==> src/rtl/wash_sequencer_pkg.sv <==
// wash_sequencer_pkg: shared state/mode encodings, light patterns and BCD phase durations
package wash_sequencer_pkg;
  typedef enum logic [2:0] {IDLE, WASH, RINSE, SPIN, DONE} state_t;
  typedef enum logic [1:0] {MODE_DRY, MODE_SMALL, MODE_MEDIUM, MODE_LARGE} mode_t;
  localparam logic [3:0] BLANK = 4'd11;
  localparam logic [7:0] LIGHT_IDLE = 8'b0000_0001;
  localparam logic [7:0] LIGHT_WASH = 8'b0000_0010;
  localparam logic [7:0] LIGHT_RINSE = 8'b0000_0100;
  localparam logic [7:0] LIGHT_SPIN = 8'b0000_1000;
  localparam logic [7:0] LIGHT_DONE = 8'b0001_0000;
  localparam logic [7:0] LIGHT_PAUSE = 8'b1000_0000;
  // Indexed by mode: dry, small, medium, large (lowest slice first)
  localparam logic [3:0][11:0] WASH_DUR = {12'h120, 12'h090, 12'h060, 12'h000};
  localparam logic [3:0][11:0] RINSE_DUR = {12'h060, 12'h045, 12'h030, 12'h000};
  localparam logic [3:0][11:0] SPIN_DUR = {12'h060, 12'h045, 12'h030, 12'h030};
  function automatic logic [11:0] phase_dur(mode_t m, state_t s);
    return s == WASH ? WASH_DUR[m] : s == RINSE ? RINSE_DUR[m] : SPIN_DUR[m];
  endfunction
  function automatic logic [7:0] state_light(state_t s);
    return s == WASH ? LIGHT_WASH : s == RINSE ? LIGHT_RINSE : s == SPIN ? LIGHT_SPIN :
           s == DONE ? LIGHT_DONE : LIGHT_IDLE;
  endfunction
endpackage

==> src/rtl/wash_sequencer_if.sv <==
// wash_sequencer_if: control inputs from billing/panel and status/display outputs of the sequencer
interface wash_sequencer_if;
  logic on, start, pause;
  logic [1:0] mode;
  logic busy, done, motor, valve;
  logic [7:0] st_light;
  logic [3:0] d3, d2, d1, d0;
  modport master (output on, start, mode, pause,
                  input busy, done, motor, valve, st_light, d3, d2, d1, d0);
  modport slave (input on, start, mode, pause,
                 output busy, done, motor, valve, st_light, d3, d2, d1, d0);
endinterface

==> src/rtl/wash_sequencer_bcd_down3.sv <==
// bcd_down3: 3-digit BCD down counter with load, decrement enable and count==001 flag
module bcd_down3 (
  input  logic        clk,
  input  logic        rst,
  input  logic        load,
  input  logic        dec,
  input  logic [11:0] val,
  output logic [11:0] q,
  output logic        is_one
);
  logic b0, b1;
  logic [3:0] d0n, d1n, d2n;
  always_comb begin
    b0 = q[3:0] == 4'd0;
    b1 = b0 && q[7:4] == 4'd0;
    d0n = b0 ? 4'd9 : q[3:0] - 4'd1;
    d1n = !b0 ? q[7:4] : b1 ? 4'd9 : q[7:4] - 4'd1;
    d2n = !b1 ? q[11:8] : q[11:8] == 4'd0 ? 4'd9 : q[11:8] - 4'd1;
  end
  assign is_one = q == 12'h001;
  always_ff @(posedge clk or negedge rst)
    if (!rst) q <= '0;
    else if (load) q <= val;
    else if (dec) q <= {d2n, d1n, d0n};
endmodule

==> src/rtl/wash_sequencer.sv <==
// wash_sequencer: paid wash programme FSM with per-second BCD countdown and display/light decode
module wash_sequencer
  import wash_sequencer_pkg::*;
#(
  parameter int TICK_CYCLES = 100_000_000
) (
  input logic clk,
  input logic rst,
  wash_sequencer_if.slave bus
);
  localparam int CW = TICK_CYCLES > 1 ? $clog2(TICK_CYCLES) : 1;
  state_t state, nxt, first;
  mode_t mode_q;
  logic paused, busy, go, run, tick, load, dec, is_one;
  logic [CW-1:0] cnt;
  logic [11:0] val, rem;
  always_comb begin
    busy = state == WASH || state == RINSE || state == SPIN;
    go = bus.start && !busy;
    run = busy && !bus.pause;
    tick = run && cnt == CW'(TICK_CYCLES - 1);
    nxt = state == WASH ? RINSE : state == RINSE ? SPIN : DONE;
    first = bus.mode == MODE_DRY ? SPIN : WASH;
    load = !bus.on || go || (tick && is_one);
    dec = bus.on && tick && !is_one;
    val = !bus.on ? 12'h000 : go ? phase_dur(mode_t'(bus.mode), first) : phase_dur(mode_q, nxt);
  end
  bcd_down3 u_cnt (
    .clk(clk), .rst(rst), .load(load), .dec(dec), .val(val), .q(rem), .is_one(is_one)
  );
  always_ff @(posedge clk or negedge rst)
    if (!rst) begin
      state <= IDLE;
      mode_q <= MODE_DRY;
      paused <= 1'b0;
      cnt <= '0;
    end else if (!bus.on) begin
      state <= IDLE;
      mode_q <= MODE_DRY;
      paused <= 1'b0;
      cnt <= '0;
    end else begin
      paused <= bus.pause;
      if (go) begin
        state <= first;
        mode_q <= mode_t'(bus.mode);
        cnt <= '0;
      end else if (run) begin
        cnt <= tick ? '0 : cnt + 1'b1;
        if (tick && is_one) state <= nxt;
      end
    end
  assign bus.busy = busy;
  assign bus.done = state == DONE;
  assign bus.motor = (state == WASH || state == SPIN) && !paused;
  assign bus.valve = state == RINSE && !paused;
  assign bus.st_light = state_light(state) | (busy && paused ? LIGHT_PAUSE : 8'h00);
  assign bus.d3 = state == IDLE ? BLANK : state == WASH ? 4'd1 : state == RINSE ? 4'd2 :
                  state == SPIN ? 4'd3 : 4'd0;
  assign {bus.d2, bus.d1, bus.d0} = state == IDLE ? {3{BLANK}} : state == DONE ? 12'h000 : rem;
endmodule

==> src/flat_wrapper.sv <==
// flat-port wrapper written by rule: the top's interface ports become plain ports
module wash_sequencer_flat import wash_sequencer_pkg::*;
#(
  parameter int TICK_CYCLES = 100_000_000
)
  (clk, rst, bus_on, bus_start, bus_mode, bus_pause, bus_busy, bus_done, bus_motor, bus_valve, bus_st_light, bus_d3, bus_d2, bus_d1, bus_d0);
  wash_sequencer_if bus_i ();
  input logic clk;
  input logic rst;
  input wire logic [$bits(bus_i.on)-1:0] bus_on;
  input wire logic [$bits(bus_i.start)-1:0] bus_start;
  input wire logic [$bits(bus_i.mode)-1:0] bus_mode;
  input wire logic [$bits(bus_i.pause)-1:0] bus_pause;
  output wire logic [$bits(bus_i.busy)-1:0] bus_busy;
  output wire logic [$bits(bus_i.done)-1:0] bus_done;
  output wire logic [$bits(bus_i.motor)-1:0] bus_motor;
  output wire logic [$bits(bus_i.valve)-1:0] bus_valve;
  output wire logic [$bits(bus_i.st_light)-1:0] bus_st_light;
  output wire logic [$bits(bus_i.d3)-1:0] bus_d3;
  output wire logic [$bits(bus_i.d2)-1:0] bus_d2;
  output wire logic [$bits(bus_i.d1)-1:0] bus_d1;
  output wire logic [$bits(bus_i.d0)-1:0] bus_d0;
  assign bus_i.on = bus_on;
  assign bus_i.start = bus_start;
  assign bus_i.mode = bus_mode;
  assign bus_i.pause = bus_pause;
  assign bus_busy = bus_i.busy;
  assign bus_done = bus_i.done;
  assign bus_motor = bus_i.motor;
  assign bus_valve = bus_i.valve;
  assign bus_st_light = bus_i.st_light;
  assign bus_d3 = bus_i.d3;
  assign bus_d2 = bus_i.d2;
  assign bus_d1 = bus_i.d1;
  assign bus_d0 = bus_i.d0;
  wash_sequencer #(.TICK_CYCLES(TICK_CYCLES)) u_core (.clk(clk), .rst(rst), .bus(bus_i));
endmodule
==> config.mk <==
export PLATFORM = sky130hd
export DESIGN_NAME = wash_sequencer_flat
export DESIGN_NICKNAME = d
export VERILOG_FILES = /design/src/rtl/wash_sequencer_pkg.sv /design/src/rtl/wash_sequencer_if.sv /design/src/rtl/wash_sequencer_bcd_down3.sv /design/src/rtl/wash_sequencer.sv /design/src/flat_wrapper.sv
export SDC_FILE = /design/constraint.sdc
export NUM_CORES = 1
export LEC_CHECK = 0
export ABC_AREA = 1
export ABC_CLOCK_PERIOD_IN_PS = 1900
export BUFFER_PORTS_ARGS = -buffer_cell sky130_fd_sc_hd__buf_2
export CAP_MARGIN = 20
export CELL_PAD_IN_SITES_DETAIL_PLACEMENT = 1
export CELL_PAD_IN_SITES_GLOBAL_PLACEMENT = 1
export CORE_MARGIN = 2
export CORE_UTILIZATION = 42
export DETAILED_ROUTE_END_ITERATION = 12
export GPL_TIMING_DRIVEN = 0
export PLACE_DENSITY = 0.9
export SLEW_MARGIN = 20
export SYNTH_ARGS = -nofsm -noshare
export SYNTH_HDL_FRONTEND = slang
export SYNTH_SLANG_ARGS = --single-unit
==> constraint.sdc <==
create_clock -name clk -period 1.9 [get_ports clk]
set_clock_uncertainty 0.1 [all_clocks]
set_input_delay 0.19 -clock clk [delete_from_list [all_inputs] [get_ports clk]]
set_output_delay 0.19 -clock clk [all_outputs]
set_load 0.02 [all_outputs]
==> summary.txt <==
Status
  • Result of the run: complete, but fails checks
  • Violated checks: setup timing

Yosys
  • Post-synthesis instance area: about 0.0031 mm²
  • Sequential area share after synthesis: a little under two fifths
  • Average cell area after synthesis: 6.94 µm²
  • Count of mapped cells out of synthesis: about 440
  • Number of flops mapped to enable cells by yosys: 0
  • Number of distinct library cells after synthesis: 41
  • Ys async rst share: between 90% and 100%
  • Synthesized flop and latch total: 45
  • Top flip-flop cell by instance count after synthesis: dfrtp_1
  • Number of warning messages in the yosys log: 0

Die
  • Core outline area: 0.00714 mm²
  • Floorplan die width: a little under 90 µm
  • Cell row count: 31
  • Floorplan die area: 0.00798 mm²
  • Number of primary I/O pins: 35
  • Initial core utilization: roughly 43%
  • Die Height: 89.3 µm

GRT
  • Overflow left after global routing: 0
  • Number of antenna violations at the first check in global routing: 0
  • Global-route usage over all layers: 24.3%
  • Maximum number of pins on one net before global-route repair: 46
  • Wire length of the first global-routing pass: around 15000 µm
  • Vias in the first global route: ~3200

Setup path
  • Number of buffer and inverter stages on the critical path: 3
  • Top delay family on crit path: flip-flops
  • Endpoint type of the worst setup path: flip-flop
  • Cells along the critical path: inv_2 -> ha_4 -> nand2_2 -> nor2_4 -> nand3_2 -> o21ai_4 -> buf_6 -> o21ai_4 -> buf_6 -> nand2_1 -> nand2_1
  • Largest stage delay on the critical path: 430 ps
  • Critical-path top delay cell: dfrtp_1
  • Crit path required time: 2010 ps
  • Worst path arrival time: 2050 ps
  • Worst flop-to-flop path startpoint: u_core.u_cnt.q[4]
  • Max FO, Critical Path: 6
  • Setup crit start kind: flip-flop
  • Critical path class: flip-flop to flip-flop
  • Startpoint of the worst setup timing path: u_core.u_cnt.q[4]

Layout
  • Diodes inserted: 0
  • FF+latch area: 0.00113 mm²
  • Layout Nets: 517
  • Final Non-Filler Cells: 603
  • Layout cells sized above 1: approximately 27%
  • Area Overhead vs Synth: 26.5%
  • Layout filler cell count: 951
  • Multi-input gate area in the final layout: approximately 0.0018 mm²

Drt
  • DRC violation count after routing: 0
  • Wire length per cell after detailed routing: 16.6 µm
  • Average via count per standard cell: 5.30
  • Vias: roughly 3200
  • Post-route antenna net violation count: 0
  • Number of iterations in the first detailed-routing pass: 4
  • Iter 0 DRT Violations: between 100 and 150
  • Wirelength, routed: 10000 µm

STA
  • Final Hold Vio Count: 0
  • Max Clock Freq: a little over 0.5 GHz
  • Max-slew violation count: 0
  • Final period util: 102%
  • Final setup margin: -40.8 ps
  • Post-layout minimum cycle time: 1940 ps
  • RSZ-0062 raised after global routing: yes
  • Setup violations, final: 1
  • Worst Tran Pin Value: 631 ps
  • Slew Limit Headroom: ~58%

Placement
  • Count of buffers inserted at the top-level ports: 31
  • Placed Cells: 573
  • Placer's final routability congestion estimate: between 0.8 and 0.9
  • Setup WS pre-CTS: -180 ps
  • HPWL reported at the end of detailed placement: 6390 µm

Clock network
  • Clock sinks: 45
  • Clock-pin transition on the worst setup and hold timing paths: 100 ps
  • Number of clock buffers inserted by TritonCTS: 5
  • Library cell used as clock root buffer: clkbuf_8
  • H-tree depth: 2
  • Skew-Pair Late Insertion Delay: 320 ps
  • Max Buffers Root-to-Sink: 2
  • CTS tree: yes

Hold path
  • Hold wc startpoint: bus_on
  • Path category of the worst min-delay check: primary input to flip-flop

Pwr
  • Areal power density over the cells: roughly 1300 mW/mm²
  • Maximum vdd drop: 0.000934 V
  • Leakage power total: between 0.0015 and 0.002 µW

Run
  • Maximum Capacitance Violations: 0
## area by class of cell
class                           instances  area share, %
Sequential cell                        45           29.2
Clock inverter                          2          0.970
Buffer                                 11           2.59
Tap cell                               99           3.20
Clock buffer                            6           2.13
Multi-Input combinational cell        326           46.7
Inverter                               62           6.30
Timing Repair Buffer                   52           8.92
## Yosys cell counts (7+ instances only)
| master | count | area [µm²] |
|---|---|---|
| a21oi_1 | 23 | 115 |
| dfrtp_1 | 45 | 1130 |
| ha_1 | 7 | 87.6 |
| inv_1 | 57 | 214 |
| nand2_1 | 108 | 405 |
| nand3_1 | 35 | 175 |
| nand4_1 | 14 | 87.6 |
| nor2_1 | 67 | 251 |
| nor3_1 | 10 | 50.1 |
| o21ai_0 | 18 | 90.1 |
| xor2_1 | 7 | 61.3 |
## path summary, 6_finish.rpt
| kind | to | slack [ps] | depth (start not counted) |
|---|---|---|---|
| hold reg to reg | u_core.cnt[5] | 440 | 2 |
| max in group asynchronous | u_core.cnt[19] | 920 | 2 |
| min in group asynchronous | u_core.paused | 330 | 2 |
| setup / recovery | u_core.u_cnt.q[6] | -40 | 11 |
| setup reg to reg | u_core.u_cnt.q[6] | -40 | 11 |
| hold / removal | u_core.paused | 60 | 3 |
## what timing repair did
item                                    CTS  global route
endpoints found under the setup margin   50            51
hold buffers                              1             1
endpoints found under the hold margin     1            45
gates resized for setup                  24            44
buffers inserted                          3            15
pin swaps                                 5             4
cloned                                    1             1
## flip-flops by register name (all words and copies together) (netlist names)
signal / cells
u_core.cnt: 27
u_core.mode_q: 2
u_core.paused: 1
u_core.state: 3
u_core.u_cnt.q: 12
## routing by layer
layer / vias up / GRT usage, % / share of wire, %
li1: 1529 / - / -
met4: 0 / 7.46 / 2.5
met5: - / 0 / 0
met1: 1588 / 28.7 / 41
met2: 57 / 45.5 / 54
met3: 23 / 3.32 / 2.6
## cells by family after synthesis
kind of cell / count (synthesis) / share of synthesized area, %
AO/OA/AOI/OAI: 54 / 10.2
XOR/XNOR: 8 / 2.29
adder cells (fa/ha/maj): 7 / 2.86
buffers and inverters: 73 / 10.6
flip-flops: 45 / 36.8
other: 1 / 0.123
AND/OR/NAND/NOR: 253 / 37.1
## per-stage QoR
stage,area (µm²),total power (µW),hold WS (ps),TNS [ps],util (%)
2_1_floorplan,3070,3010,-206,0,-
3_3_place_gp,3350,3660,297,-1360,46.9
3_5_place_dp,3350,3750,321,-2780,46.9
4_1_cts,3580,4670,12.3,-39.3,50.2
5_1_grt,3870,5410,71.6,-672,54.2
6_report,3870,5080,55.6,-40.8,54.2
## layout by cell type (no fill, tap or decap), types with 2 or more instances in the layout
cell type / Yosys / final
a31oi_1: 2 / 2
nor2_4: 2 / 9
nand3_1: 35 / 29
dfrtp_2: 0 / 4
dlygate4sd3_1: 0 / 2
ha_2: 0 / 2
nor2_1: 67 / 54
o21ai_4: 1 / 2
o21ai_1: 2 / 3
clkbuf_8: 0 / 6
nand2_2: 4 / 6
dfrtp_1: 45 / 41
a21oi_1: 23 / 23
nor2_2: 3 / 9
buf_6: 2 / 4
nor3_1: 10 / 7
inv_2: 3 / 9
nand3_4: 0 / 2
buf_4: 4 / 22
conb_1: 1 / 3
nand2_4: 2 / 5
xor2_1: 7 / 7
nand3_2: 1 / 5
buf_8: 1 / 2
nand2_1: 108 / 104
buf_2: 2 / 31
nor3_2: 2 / 4
nand4_1: 14 / 14
inv_1: 57 / 49
inv_4: 0 / 2
nand3b_1: 2 / 2
o21ai_0: 18 / 17
ha_1: 7 / 4
## power breakdown
group          switching (µW)  total, µW  internal, µW
logic                    2000       3060          1060
clock network             361        790           428
registers                 141       1230          1090
## worst register-to-register path: stages (launching register included)
cell	delay (ps)
dfrtp_1	430
inv_2	110
ha_4	140
nand2_2	60
nor2_4	110
nand3_2	120
o21ai_4	250
buf_6	170
o21ai_4	90
buf_6	130
nand2_1	60
nand2_1	60
Power figures use the tool's default switching activity.
